<file path="config.mk">
export PLATFORM = sky130hd
export DESIGN_NAME = fetch_stage
export DESIGN_NICKNAME = d
export VERILOG_FILES = /design/src/rtl/core_pkg.sv /design/src/rtl/if_id_reg.sv /design/src/rtl/fetch_stage.sv
export SDC_FILE = /design/constraint.sdc
export NUM_CORES = 1
export LEC_CHECK = 0
export CORE_MARGIN = 2
export CORE_UTILIZATION = 50
export CTS_CLUSTER_DIAMETER = 60
export DETAILED_ROUTE_END_ITERATION = 10
export GPL_TIMING_DRIVEN = 0
export PLACE_DENSITY = 0.86
export SLEW_MARGIN = 30
export SYNTH_ARGS = -nofsm -noshare
export SYNTH_HDL_FRONTEND = slang
export SYNTH_SLANG_ARGS = --single-unit
</file>
<file path="constraint.sdc">
create_clock -name clk -period 3.83 [get_ports clk]
set_input_delay 0.766 -clock clk [delete_from_list [all_inputs] [get_ports clk]]
set_output_delay 0.766 -clock clk [all_outputs]
set_load 0.005 [all_outputs]
</file>
<file path="src/rtl/core_pkg.sv">
// Shared RV32I core definitions: datapath width, bubble encoding, default
// fetch addresses and the IF/ID pipeline register payload.
package core_pkg;

  localparam int unsigned XLEN = 32;

  localparam logic [XLEN-1:0] NOP_INSTR_DEFAULT = 32'h0000_0013;  // addi x0,x0,0
  localparam logic [XLEN-1:0] RESET_PC_DEFAULT  = 32'h0000_0000;
  localparam logic [XLEN-1:0] TRAP_PC_DEFAULT   = 32'h0000_0100;

  typedef struct packed {
    logic            valid;
    logic [XLEN-1:0] instr;
    logic [XLEN-1:0] pc;
    logic [XLEN-1:0] pc_plus4;
  } if_id_t;

  // RV32I without the C extension needs word-aligned fetch targets.
  function automatic logic is_misaligned(input logic [XLEN-1:0] addr);
    return addr[1:0] != 2'b00;
  endfunction

endpackage : core_pkg

</file>
<file path="src/rtl/if_id_reg.sv">
// IF/ID pipeline register: flush inserts a NOP bubble and keeps the PC
// fields, hold freezes every field, otherwise the fetched entry is captured.
module if_id_reg
  import core_pkg::*;
#(
  parameter logic [XLEN-1:0] NOP_INSTR = NOP_INSTR_DEFAULT
) (
  input  logic   clk,
  input  logic   rst_n,
  input  logic   flush_i,
  input  logic   hold_i,
  input  if_id_t entry_i,
  output if_id_t entry_o
);

  if_id_t entry_q;
  if_id_t entry_d;

  always_comb begin
    // NOTE: every combinational output gets a default first so no path leaves it unassigned (no latch).
    entry_d = entry_q;
    if (flush_i) begin
      entry_d.valid = 1'b0;
      entry_d.instr = NOP_INSTR;
    end else if (!hold_i) begin
      entry_d = entry_i;
    end
  end

  always_ff @(posedge clk or negedge rst_n) begin
    // NOTE: pipeline state is a handful of flops, so all of it is reset; sequential state uses <= only.
    if (!rst_n) begin
      entry_q.valid    <= 1'b0;
      entry_q.instr    <= NOP_INSTR;
      entry_q.pc       <= '0;
      entry_q.pc_plus4 <= '0;
    end else begin
      entry_q <= entry_d;
    end
  end

  assign entry_o = entry_q;

endmodule : if_id_reg

</file>
<file path="src/rtl/fetch_stage.sv">
// Instruction-fetch stage: PC register, PC+4 adder, next-PC selection
// (trap > redirect > stall > sequential) and the IF/ID register.
module fetch_stage
  import core_pkg::*;
#(
  parameter logic [XLEN-1:0] RESET_PC  = RESET_PC_DEFAULT,
  parameter logic [XLEN-1:0] TRAP_PC   = TRAP_PC_DEFAULT,
  parameter logic [XLEN-1:0] NOP_INSTR = NOP_INSTR_DEFAULT
) (
  input  logic            clk,
  input  logic            rst_n,
  input  logic            stall,
  input  logic            redirect_valid,
  input  logic [XLEN-1:0] redirect_target,
  output logic [XLEN-1:0] imem_addr,
  input  logic [XLEN-1:0] imem_rdata,
  output logic            if_id_valid,
  output logic [XLEN-1:0] if_id_instr,
  output logic [XLEN-1:0] if_id_pc,
  output logic [XLEN-1:0] if_id_pc_plus4,
  output logic            misalign_err
);

  logic [XLEN-1:0] pc_q;
  logic [XLEN-1:0] pc_d;
  logic [XLEN-1:0] pc_plus4;
  logic            misalign_q;
  logic            misalign_d;
  if_id_t          fetch_entry;
  if_id_t          if_id_entry;

  assign pc_plus4   = pc_q + 32'd4;  // wraps modulo 2^32
  assign misalign_d = redirect_valid && is_misaligned(redirect_target);

  always_comb begin
    pc_d = pc_plus4;
    if (misalign_d) begin
      pc_d = TRAP_PC;
    end else if (redirect_valid) begin
      pc_d = redirect_target;
    end else if (stall) begin
      pc_d = pc_q;
    end
  end

  always_ff @(posedge clk or negedge rst_n) begin
    if (!rst_n) begin
      pc_q       <= RESET_PC;
      misalign_q <= 1'b0;
    end else begin
      pc_q       <= pc_d;
      misalign_q <= misalign_d;
    end
  end

  always_comb begin
    fetch_entry.valid    = 1'b1;
    fetch_entry.instr    = imem_rdata;
    fetch_entry.pc       = pc_q;
    fetch_entry.pc_plus4 = pc_plus4;
  end

  // A redirect flushes the wrong-path word even when decode is stalled.
  if_id_reg #(
    .NOP_INSTR(NOP_INSTR)
  ) u_if_id_reg (
    .clk    (clk),
    .rst_n  (rst_n),
    .flush_i(redirect_valid),
    .hold_i (stall),
    .entry_i(fetch_entry),
    .entry_o(if_id_entry)
  );

  assign imem_addr      = pc_q;
  assign misalign_err   = misalign_q;
  assign if_id_valid    = if_id_entry.valid;
  assign if_id_instr    = if_id_entry.instr;
  assign if_id_pc       = if_id_entry.pc;
  assign if_id_pc_plus4 = if_id_entry.pc_plus4;

endmodule : fetch_stage

</file>
Word-level counts from Yosys, hierarchy flattened

Index checks and enable logic that the tools add are counted.
Widths: inputs -> output; s select.

Memories kept: 0
Bits in latches: 0
Flip-flop bits (word level): 130
Logic and storage cells: 19
Output and inout bits: 130
Bits in read-only memories: 0
Bits of input ports: 68
Bits in writable memories: 0

Multiply operators: 0
Shift operators: 0
Div/mod/pow operators: 0
Mux-type cells: 5
Bitwise gates (word level): 2
Add/subtract/negate cells: 1
Eq/ne operators: 2
Reduce and logical (&&, ||, !) cells: 3
Order comparisons: 0

Operators by type and width:

| cell                  | count |
|---|---|
| $mux 97               | 1 |
| $mux 32               | 3 |
| $mux 33               | 1 |
| $add 32x3->32 const B | 1 |
| $ne 3x1->1 const B    | 1 |
| $ne 2x1->1 const B    | 1 |
| $not 1->1             | 2 |
| $reduce_and 2->1      | 1 |
| $reduce_bool 2->1     | 1 |
| $logic_and 1x1->1     | 1 |

Longest topological paths before layout

Gate-level depths: netlist of the first run.

Depth after elaboration: 4
Mapped depth: 8
Mapped depth without buffers: 6

Modules after synthesis

From an unflattened synthesis of the first run, not the netlist that was laid out.

Cell total of the unflattened synthesis: 511
Area total of the unflattened synthesis: 6090.8 um^2

By module, submodules not included:

| module      | times used | seq. area each (um^2) | cells an instance | area each (um^2) |
|---|---|---|---|---|
| if_id_reg   | 1          | 2431.1                | 242               | 3743.6 |
| fetch_stage | 1          | 825.8                 | 269               | 2347.3 |

Worst setup path before layout of the first run

OpenSTA, ideal clock, no wires.

Path type: register to register
Start: reg pc_q[2] (netlist: imem_addr[2])
End: reg u_if_id_reg.entry_q, in the netlist u_if_id_reg.entry_o[24]
Path buffers: 2
Data arrival time: 2.020 ns
Cell stages (with the launch flop): 9
Period minus slack after synthesis: 2.150 ns
Data required time: 3.700 ns
Setup time: 0.130 ns
Path slack: 1.680 ns
Cell sequence: dfrtp_1 -> ha_1 -> nand3_4 -> or4_4 -> buf_6 -> buf_8 -> nor3_2 -> xnor2_1 -> o21ai_2

Cells in the longest elaborated chain, start to end: 1

Ends and longest elaborated chain:

| element                | line              | source |
|---|---|---|
| from (decl)            | fetch_stage.sv:24 | `logic [XLEN-1:0] pc_q;` |
| from (signal assigned) | fetch_stage.sv:51 | `pc_q <= pc_d;` |
| $add 32x3->32          | fetch_stage.sv:32 | `assign pc_plus4 = pc_q + 32'd4;` |
| to (signal assigned)   | if_id_reg.sv:38   | `entry_q <= entry_d;` |
| to (decl)              | if_id_reg.sv:16   | `if_id_t entry_q;` |

No other way between the ends.
A chain may end at the register's enable or synchronous reset.

Worst setup path in the final report of the first run

Start: in stall
End: reg pc_q[27] (netlist: imem_addr[27])

Cells in the longest elaborated chain, start to end: 1

Ends and longest elaborated chain:

| element              | line              | source |
|---|---|---|
| from (decl)          | fetch_stage.sv:12 | `input logic stall,` |
| $ne 3x1->1 (no line) | -                 |  |

No other way between the ends.

==> results of run 1 <==
[logic make-up after synthesis]
family | share of synthesized area, %
adder cells (fa/ha/maj) | 0.208
AND/OR/NAND/NOR | 22.2
AO/OA/AOI/OAI | 6.95
flip-flops | 53.2
XOR/XNOR | 7.41
buffers and inverters | 4.57
multiplexers | 5.48
[Yosys cell counts (all sizes together), types with 6 or more instances]
| cell | number | area [um^2] |
|---|---|---|
| nor2 | 46 | 173 |
| buf | 22 | 146 |
| nand2 | 169 | 634 |
| nor4 | 11 | 145 |
| xor2 | 8 | 70.1 |
| xnor2 | 43 | 377 |
| inv | 6 | 22.5 |
| mux2i | 33 | 330 |
| nor3 | 16 | 133 |
| dfrtp | 125 | 3130 |
| clkbuf | 28 | 106 |
| nand4 | 6 | 37.5 |
| o21ai | 60 | 308 |
| nand3 | 9 | 75.1 |
[flip-flops by register name, summed over array words and instances (netlist names)]
name	cells
u_if_id_reg.entry_o	95
imem_addr	32
misalign_err	1
[cells in the final DEF, fill, tap and decap left out, types with 6 or more instances in the layout]
cell | netlist | layout
xnor2_1 | 43 | 43
nor3_2 | 6 | 6
nand2_1 | 169 | 169
nor2_1 | 46 | 46
clkbuf_16 | 0 | 17
xor2_1 | 8 | 8
inv_1 | 6 | 6
clkbuf_1 | 27 | 31
buf_2 | 9 | 9
dfrtp_1 | 125 | 125
o21ai_0 | 43 | 43
nand3_1 | 6 | 6
o21ai_1 | 15 | 15
clkdlybuf4s50_1 | 0 | 196
nor3_1 | 8 | 8
mux2i_1 | 33 | 33
nand4_1 | 6 | 6
[routing by layer]
| metal | up-vias | GRT usage (%) |
|---|---|---|
| met2 | 253 | 46.7 |
| met5 | - | 0 |
| li1 | 2469 | - |
| met4 | 0 | 10.8 |
| met1 | 2573 | 34.9 |
| met3 | 31 | 10.4 |
[area by class of cell]
| cell class | instances | area [um^2] |
|---|---|---|
| flip-flops and latches | 128 | 3210 |
| fillers | 862 | 3090 |
| multi-input cells | 435 | 2540 |
| repair buffers | 198 | 2000 |
| clock buffers | 23 | 468 |
| plain buffers | 50 | 253 |
| well taps | 147 | 184 |
| clock inverters | 9 | 133 |
| inverters | 6 | 22.5 |
| diodes | 1 | 2.50 |
[per-stage QoR]
step                      hold WS, ns  setup WS [ns]  cell area, um^2
after global placement          0.458          -2.83             8180
after floorplan                 0.454           1.68             6030
after global routing            0.348          0.940             8820
final                           0.294           1.00             8820
after CTS                       0.340           1.08             8820
after detailed placement        0.465          0.692             8220
[worst reg2reg max path, cell delays in order, from the launching register on]
cell and delay, ns:
dfrtp_1 0.50, ha_1 0.33, nand3_4 0.11, or4_4 0.55, buf_6 0.17, nor3_1 0.29
xnor2_1 0.19, o21ai_0 0.11
[final timing paths]
kind / slack [ns] / from / endpoint / depth (start not counted)
worst max-delay path: 1.00 / stall / imem_addr[27]$_DFFE_PN0P_ / 7
worst min-delay path: 0.29 / rst_n / u_if_id_reg.entry_o[45]$_DFFE_PN0P_ / 1
worst max register to register: 1.43 / imem_addr[2]$_DFFE_PN0P_ / u_if_id_reg.entry_o[28]$_DFFE_PN0P_ / 7
worst min register to register: 0.48 / u_if_id_reg.entry_o[48]$_DFFE_PN0P_ / u_if_id_reg.entry_o[48]$_DFFE_PN0P_ / 2
max in group asynchronous: 2.86 / rst_n / u_if_id_reg.entry_o[35]$_DFFE_PN0P_ / 2
min in group clk: 0.48 / u_if_id_reg.entry_o[48]$_DFFE_PN0P_ / u_if_id_reg.entry_o[48]$_DFFE_PN0P_ / 2
[power by group]
group	switching [mW]	leakage (nW)	internal (mW)
sequential	0.0884	1.70	1.46
combinational	0.248	1.79	0.331
clock	0.596	0.287	1.06
==> flow_metrics.tcl, run 1 <==
set metrics [dict create \
    hold_path_class "primary input to async pin" \
    fmax_mhz 354 \
    die-height_um 114 \
    track_usage_pct 28.6 \
    h-tree-depth 4 \
    slew_headroom_pct 29.7 \
    yosysSeqAreaShare_pct 53.2 \
    finClkSkew_ns 0.0115 \
    fin_cells 997 \
    avgSynthCellArea_um2 9.74 \
    wl_met3_mm 1.62 \
    wl_met1_mm 7.04 \
    hpwl_mm 13.0 \
    synth_warnings 0 \
    drtIter0Drc 324 \
    critical_path.top_delay_family "simple AND/OR/NAND/NOR gates" \
    finalPower_mw 3.78 \
    setup-tns-final_ns 0 \
    slowest_delay_ns 0.84 \
    finalMaxSlewViolations 0 \
    totalWireLength_mm 17.9 \
    path_clk_slew_ns 0.06 \
    fin_nets 905 \
    netlist_area_um2 6030 \
    ant_nets 0 \
    period_share_pct 73.9 \
    critical_path.cell_chain "clkdlybuf4s50_1, buf_2, nand3b_1, nor4_1, nand4_1, xor2_1, o21ai_0" \
    ir_worst_vdd_uv 237 \
    grt_pass1_vias 5466 \
    timing.critical_path.buf_inv 2 \
    clock_sinks 128 \
    tritoncts "done" \
    wl_per_cell_um 17.9 \
    coreArea_um2 11900 \
    synth-async-reset-ratio_pct 100 \
    rows 40 \
    postSynthCellCount 619 \
    cts_max_path_buffers 2 \
    worstSetupStartpointType "primary input" \
    finalHoldViolations 0 \
    highest_layer "met4" \
    boundaryPins 198 \
    portBuffers 197 \
    grt_pass1_wl_mm 28.4 \
    drc 0 \
    fin_util_pct 74.0 \
    cts_hold_buf 0 \
    cts_buffers 17 \
    cts-resized-gates 0 \
    antenna_found_initial 1 \
    crit_arrival_ns 3.16 \
    synth_edf_count 0 \
    insertion_delay_ns 0.42 \
    synth_seq_cells 128 \
    gp_congestion 0.871 \
    grt_max_degree 76 \
    cp_max_fo 10 \
    leakagePower_nw 3.77 \
    crit_required_ns 4.16 \
    worst_setup_path_end_kind "flip-flop" \
    slowest_stage "nor4_1" \
    grt_overflow 0 \
    worst_pin_slew_ns 1.05 \
    cellPowerDensity_nw_per_um2 429 \
    firstDrtPassIters 5 \
    die_w_um 114 \
    rsz0062_at_grt "false" \
    dp_cells 964 \
    start_util_pct 50.6 \
    die-area_um2 12900 \
    status "complete, no violations" \
    via_per_inst 5.34 \
    ys_types 49 \
    postCtsSetupBuffers 0 \
    setup-violations-final 0 \
    wl_met2_mm 8.83 \
    synthFlopType "dfrtp_1" \
    finalCriticalPeriod_ns 2.83 \
    setup.worst_path.class "primary input to flip-flop" \
    clock_tree.root_cell "clkbuf_16" \
    layout-drive-gt1-share_pct 9.31 \
    synthToLayoutAreaGrowth_pct 46.3 \
    maxCapViolations 0 \
    synthesis.nets 688 \
    num_vias 5326 \
]
(Power assumes the default switching activity.)
==> run 2, diff against run 1 <==
--- a/config.mk
+++ b/config.mk
@@ -6,11 +6,11 @@
 export NUM_CORES = 1
 export LEC_CHECK = 0
 export CORE_MARGIN = 2
-export CORE_UTILIZATION = 50
+export CORE_UTILIZATION = 46
 export CTS_CLUSTER_DIAMETER = 60
 export DETAILED_ROUTE_END_ITERATION = 10
 export GPL_TIMING_DRIVEN = 0
-export PLACE_DENSITY = 0.86
+export PLACE_DENSITY = 0.8
 export SLEW_MARGIN = 30
 export SYNTH_ARGS = -nofsm -noshare
 export SYNTH_HDL_FRONTEND = slang
==> constraint.sdc (replaced) <==
create_clock -name clk -period 2.8 [get_ports clk]
set_input_delay 0.56 -clock clk [delete_from_list [all_inputs] [get_ports clk]]
set_output_delay 0.56 -clock clk [all_outputs]
set_load 0.005 [all_outputs]
==> run 2 against run 1 <==
- critical endpoint is now u_if_id_reg.entry_o[71]$_DFFE_PN0P_
- total power increased by 42%
- global-route usage fell by 2.4 points
- cell area grew 1.1%
- sequential power up 37%
- die area is 8.4% higher
- largest power group unchanged
- combinational power rose by 37%
- utilization shrank 4.0 points
- register-to-register slack got worse by 1.0 ns
==> flow_metrics.tcl, run 2 (same netlist as run 1, synthesis figures left out) <==
set metrics [dict create \
    num_vias 5369 \
    dp_cells 989 \
    fin_cells 1021 \
    track_usage_pct 26.1 \
    path_clk_slew_ns 0.05 \
    status "complete, no violations" \
    hold_path_class "primary input to async pin" \
    totalWireLength_mm 17.7 \
    worst_setup_path_end_kind "flip-flop" \
    dpl_worst_slack_ns -0.152 \
    boundaryPins 198 \
    portBuffers 197 \
    cts_buffers 17 \
    wl_per_cell_um 17.4 \
    cts_max_path_buffers 2 \
    reg2reg_from "imem_addr[2]$_DFFE_PN0P_" \
    antenna_found_initial 0 \
    timing.critical_path.buf_inv 4 \
    die-area_um2 14000 \
    cts-resized-gates 0 \
    crit_required_ns 3.08 \
    wl_met3_mm 1.84 \
    finalHoldViolations 0 \
    grt_pass1_vias 5427 \
    setup-violations-final 0 \
    gp_congestion 0.900 \
    die_w_um 118 \
    grt_max_degree 70 \
    wl_met2_mm 8.51 \
    worst_pin_slew_ns 0.829 \
    clock_sinks 128 \
    slowest_delay_ns 0.59 \
    cts_hold_buf 0 \
    critical_path.cell_chain "clkdlybuf4s50_1, buf_2, buf_1, buf_2, mux2i_1, nor2_1" \
    cp_max_fo 10 \
    layout-drive-gt1-share_pct 9.89 \
    grt_pass1_wl_mm 28.6 \
    start_util_pct 47.4 \
    critical_path.top_delay_family "buffers and inverters" \
    clock_tree.root_cell "clkbuf_16" \
    post_dp_cell_area_um2 8250 \
    die-height_um 118 \
    crit_arrival_ns 2.73 \
    ir_worst_vdd_uv 371 \
    slowest_stage "buf_1" \
    grt_overflow 0 \
    period_share_pct 87.4 \
    r2r_slack_ns 0.42 \
    worstSetupStartpointType "primary input" \
    fmax_mhz 408 \
    postCtsSetupBuffers 0 \
    drtIter0Drc 354 \
    synthToLayoutAreaGrowth_pct 47.9 \
    finClkSkew_ns 0.00716 \
    highest_layer "met4" \
    setup.worst_path.class "primary input to flip-flop" \
    maxCapViolations 0 \
    drc 0 \
    ant_nets 0 \
    hold_ws_ns 0.0596 \
    hpwl_mm 13.2 \
    finalCriticalPeriod_ns 2.45 \
    startpoint "stall" \
    fin_nets 905 \
    firstDrtPassIters 4 \
    slew_headroom_pct 44.7 \
    leakagePower_nw 3.81 \
    largest_register_ffs 95 \
    finalMaxSlewViolations 0 \
    setup_ws_ns 0.352 \
    rows 41 \
    antenna_cells 0 \
    rsz0062_at_grt "false" \
    fillers 1009 \
    multi_input_area_um2 2550 \
    seqCellArea_um2 3210 \
    cpMostUsedCell "buf_2" \
    cellPowerDensity_nw_per_um2 602 \
    final_common_cell "clkdlybuf4s50_1" \
    via_per_inst 5.26 \
    finalPower_mw 5.37 \
    postLayoutCellArea_um2 8920 \
    h-tree-depth 4 \
    tritoncts "done" \
    wl_met1_mm 6.98 \
    final_cell_mix "196 x clkdlybuf4s50_1, 169 x nand2_1, 125 x dfrtp_1, 46 x nor2_1" \
    insertion_delay_ns 0.42 \
    coreArea_um2 12700 \
]
## run 2: changes by cell type in the layout (fill, tap and decap cells not counted), moves of 2 or more
cell / change
clkbuf_1: -4
clkinv_2: +3
clkbuf_8: +2
clkinv_4: -2
bufinv_16: +2
## run 2: per-stage QoR
stage	utilization, %	setup TNS, ns
3_5_place_dp	64.8	-0.430
2_1_floorplan	-	0
3_3_place_gp	64.6	-473.04
4_1_cts	70.0	0
6_report	70.1	0
5_1_grt	70.1	0
## run 2: worst paths after layout
kind	endpoint	depth (start not counted)
min reg2reg	u_if_id_reg.entry_o[3]$_DFFE_PN0P_	2
min	u_if_id_reg.entry_o[45]$_DFFE_PN0P_	1
min in group clk	u_if_id_reg.entry_o[3]$_DFFE_PN0P_	2
max reg2reg	u_if_id_reg.entry_o[24]$_DFFE_PN0P_	8
max in group asynchronous	u_if_id_reg.entry_o[68]$_DFFE_PN1P_	2
max	u_if_id_reg.entry_o[71]$_DFFE_PN0P_	6
## run 2: power breakdown
group          total [mW]  internal, mW  switching (mW)
clock network        2.45          1.66           0.788
registers            2.12          2.00           0.121
logic               0.792         0.453           0.339
## run 2: final cells by class
class / count / area share [%]
Clock buffer: 21 / 5.39
Timing Repair Buffer: 198 / 22.5
Inverter: 6 / 0.253
Tap cell: 172 / 2.41
Sequential cell: 128 / 36.0
Multi-Input combinational cell: 435 / 28.6
Clock inverter: 11 / 2.05
Buffer: 50 / 2.83
## run 2: per-layer routing
layer,vias to the layer above,global-route usage [%]
met5,-,0
met4,0,10.9
met3,29,10.3
met2,256,42.9
met1,2606,30.5
li1,2478,-
==> run 3, diff against run 2 <==
--- a/config.mk
+++ b/config.mk
@@ -11,7 +11,6 @@
 export DETAILED_ROUTE_END_ITERATION = 10
 export GPL_TIMING_DRIVEN = 0
 export PLACE_DENSITY = 0.8
-export SLEW_MARGIN = 30
 export SYNTH_ARGS = -nofsm -noshare
 export SYNTH_HDL_FRONTEND = slang
 export SYNTH_SLANG_ARGS = --single-unit
==> run 3 against run 2 <==
- non-clock buffer count is the same
- via count shrank 0.71%
- clock power down 14%
- first-iteration DRC count is 7.6% lower
- worst setup slack worse by 0.24 ns
- utilization fell by 0.76 points
- critical path type unchanged
==> flow_metrics.tcl, run 3 (same netlist as run 1, synthesis figures left out) <==
set metrics [dict create \
    crit_arrival_ns 3.00 \
    boundaryPins 198 \
    clock_sinks 128 \
    synthToLayoutAreaGrowth_pct 46.3 \
    dp_cells 989 \
    layout-drive-gt1-share_pct 9.54 \
    reg2regPathDepth 8 \
    crit_required_ns 3.11 \
    via_per_inst 5.22 \
    fmax_mhz 372 \
    fin_cells 1021 \
    rows 41 \
    multi_input_area_um2 2540 \
    antenna_found_initial 0 \
    worst_pin_slew_ns 0.932 \
    rsz0062_at_grt "false" \
    grt_max_degree 70 \
    status "complete, no violations" \
    setup.worst_path.class "primary input to flip-flop" \
    finClkSkew_ns 0.0110 \
    r2r-end "u_if_id_reg.entry_o[24]$_DFFE_PN0P_" \
    sw_frac_of_total_pct 24.6 \
    fin_nets 905 \
    finalCriticalPeriod_ns 2.69 \
    cts_hold_buf 0 \
    p_clk_share_pct 42.0 \
    r2r_slack_ns 0.42 \
    track_usage_pct 26.7 \
    path_clk_slew_ns 0.05 \
    gp_congestion 0.900 \
    h-tree-depth 4 \
    hold_path_class "primary input to async pin" \
    hpwl_mm 13.2 \
    maxCapViolations 0 \
    post_dp_cell_area_um2 8240 \
    ant_nets 0 \
    grt_pass1_wl_mm 29.1 \
    dpl_worst_slack_ns -0.169 \
    grt_pass1_vias 5410 \
    worst_setup_path_end_kind "flip-flop" \
    period_share_pct 96.1 \
    cp_max_fo 10 \
    comb_power_share_pct 15.8 \
    finalHoldViolations 0 \
    slew_headroom_pct 37.3 \
    die-area_um2 14000 \
    hold_ws_ns 0.104 \
    postLayoutCellArea_um2 8820 \
    cts_buffers 17 \
    reg2reg_from "imem_addr[2]$_DFFE_PN0P_" \
    finalMaxSlewViolations 0 \
    drc 0 \
    cts_max_path_buffers 2 \
    start_util_pct 47.4 \
    largest_register_ffs 95 \
    firstDrtPassIters 5 \
    portBuffers 197 \
    final_cell_mix "196 x clkdlybuf4s50_1, 169 x nand2_1, 125 x dfrtp_1, 46 x nor2_1" \
    cellPowerDensity_nw_per_um2 570 \
    wl_per_cell_um 17.7 \
    leakagePower_nw 3.77 \
    setup-tns-final_ns 0 \
    postCtsSetupBuffers 0 \
    p_int_mw 3.79 \
    coreArea_um2 12700 \
    setup_ws_ns 0.110 \
    setup-violations-final 0 \
    grt_overflow 0 \
    num_vias 5331 \
    ir_worst_vdd_uv 421 \
    totalWireLength_mm 18.1 \
    drtIter0Drc 327 \
    seqCellArea_um2 3210 \
    final_common_cell "clkdlybuf4s50_1" \
    worstSetupStartpointType "primary input" \
    tritoncts "done" \
    antenna_cells 0 \
    cts-resized-gates 0 \
    seqPwrFrac_pct 42.2 \
    fillers 977 \
    die-height_um 118 \
    die_w_um 118 \
    p_switching_mw 1.23 \
    clock_tree.root_cell "clkbuf_16" \
    insertion_delay_ns 0.42 \
]
==> run 3: critical path, cell delays in order <==
cell             delay [ns]
clkdlybuf4s50_1        0.44
buf_2                  0.24
nand3b_1               0.31
nor4_1                 0.76
nand4_1                0.25
xor2_1                 0.21
o21ai_0                0.23
==> run 3: per-layer routing <==
layer / GRT usage (%) / up-vias / part of all wire (%)
met2: 44.3 / 245 / 49
met4: 8.93 / 0 / 1.9
met1: 31.4 / 2587 / 39
li1: - / 2473 / -
met5: 0 / - / 0
met3: 11.1 / 26 / 9.9
==> run 3: metrics by stage <==
step | total power, mW | utilization (%)
3_5_place_dp | 2.95 | 64.8
3_3_place_gp | 2.92 | 64.6
4_1_cts | 5.06 | 69.3
2_1_floorplan | 2.40 | -
6_report | 5.03 | 69.3
5_1_grt | 5.23 | 69.3
==> run 3: power groups by stage <==
stage	logic, mW	clock network (mW)	registers [mW]
floorplan	0.258	0	2.14
detailed placement	0.797	0	2.15
global route	0.867	2.22	2.14
CTS	0.804	2.14	2.12
global placement	0.772	0	2.14
finish	0.794	2.11	2.12
==> run 3: area by class of cell <==
cell class,instances,area share (%)
plain buffers,50,2.87
clock inverters,4,0.227
multi-input cells,435,28.9
clock buffers,28,6.31
repair buffers,198,22.7
well taps,172,2.44
inverters,6,0.255
flip-flops and latches,128,36.4
==> run 3: worst max-delay path by stage <==
stage | start | depth (start not counted) | slack, ns | end
after floorplan | imem_addr[2]$_DFFE_PN0P_ | 8 | 0.65 | u_if_id_reg.entry_o[24]$_DFFE_PN0P_
after global placement | rst_n | 1 | -3.74 | u_if_id_reg.entry_o[92]$_DFFE_PN0P_
after detailed placement | stall | 7 | -0.17 | imem_addr[27]$_DFFE_PN0P_
after CTS | stall | 7 | 0.16 | imem_addr[27]$_DFFE_PN0P_
after global routing | stall | 7 | 0.007 | imem_addr[27]$_DFFE_PN0P_
final | stall | 7 | 0.11 | imem_addr[27]$_DFFE_PN0P_
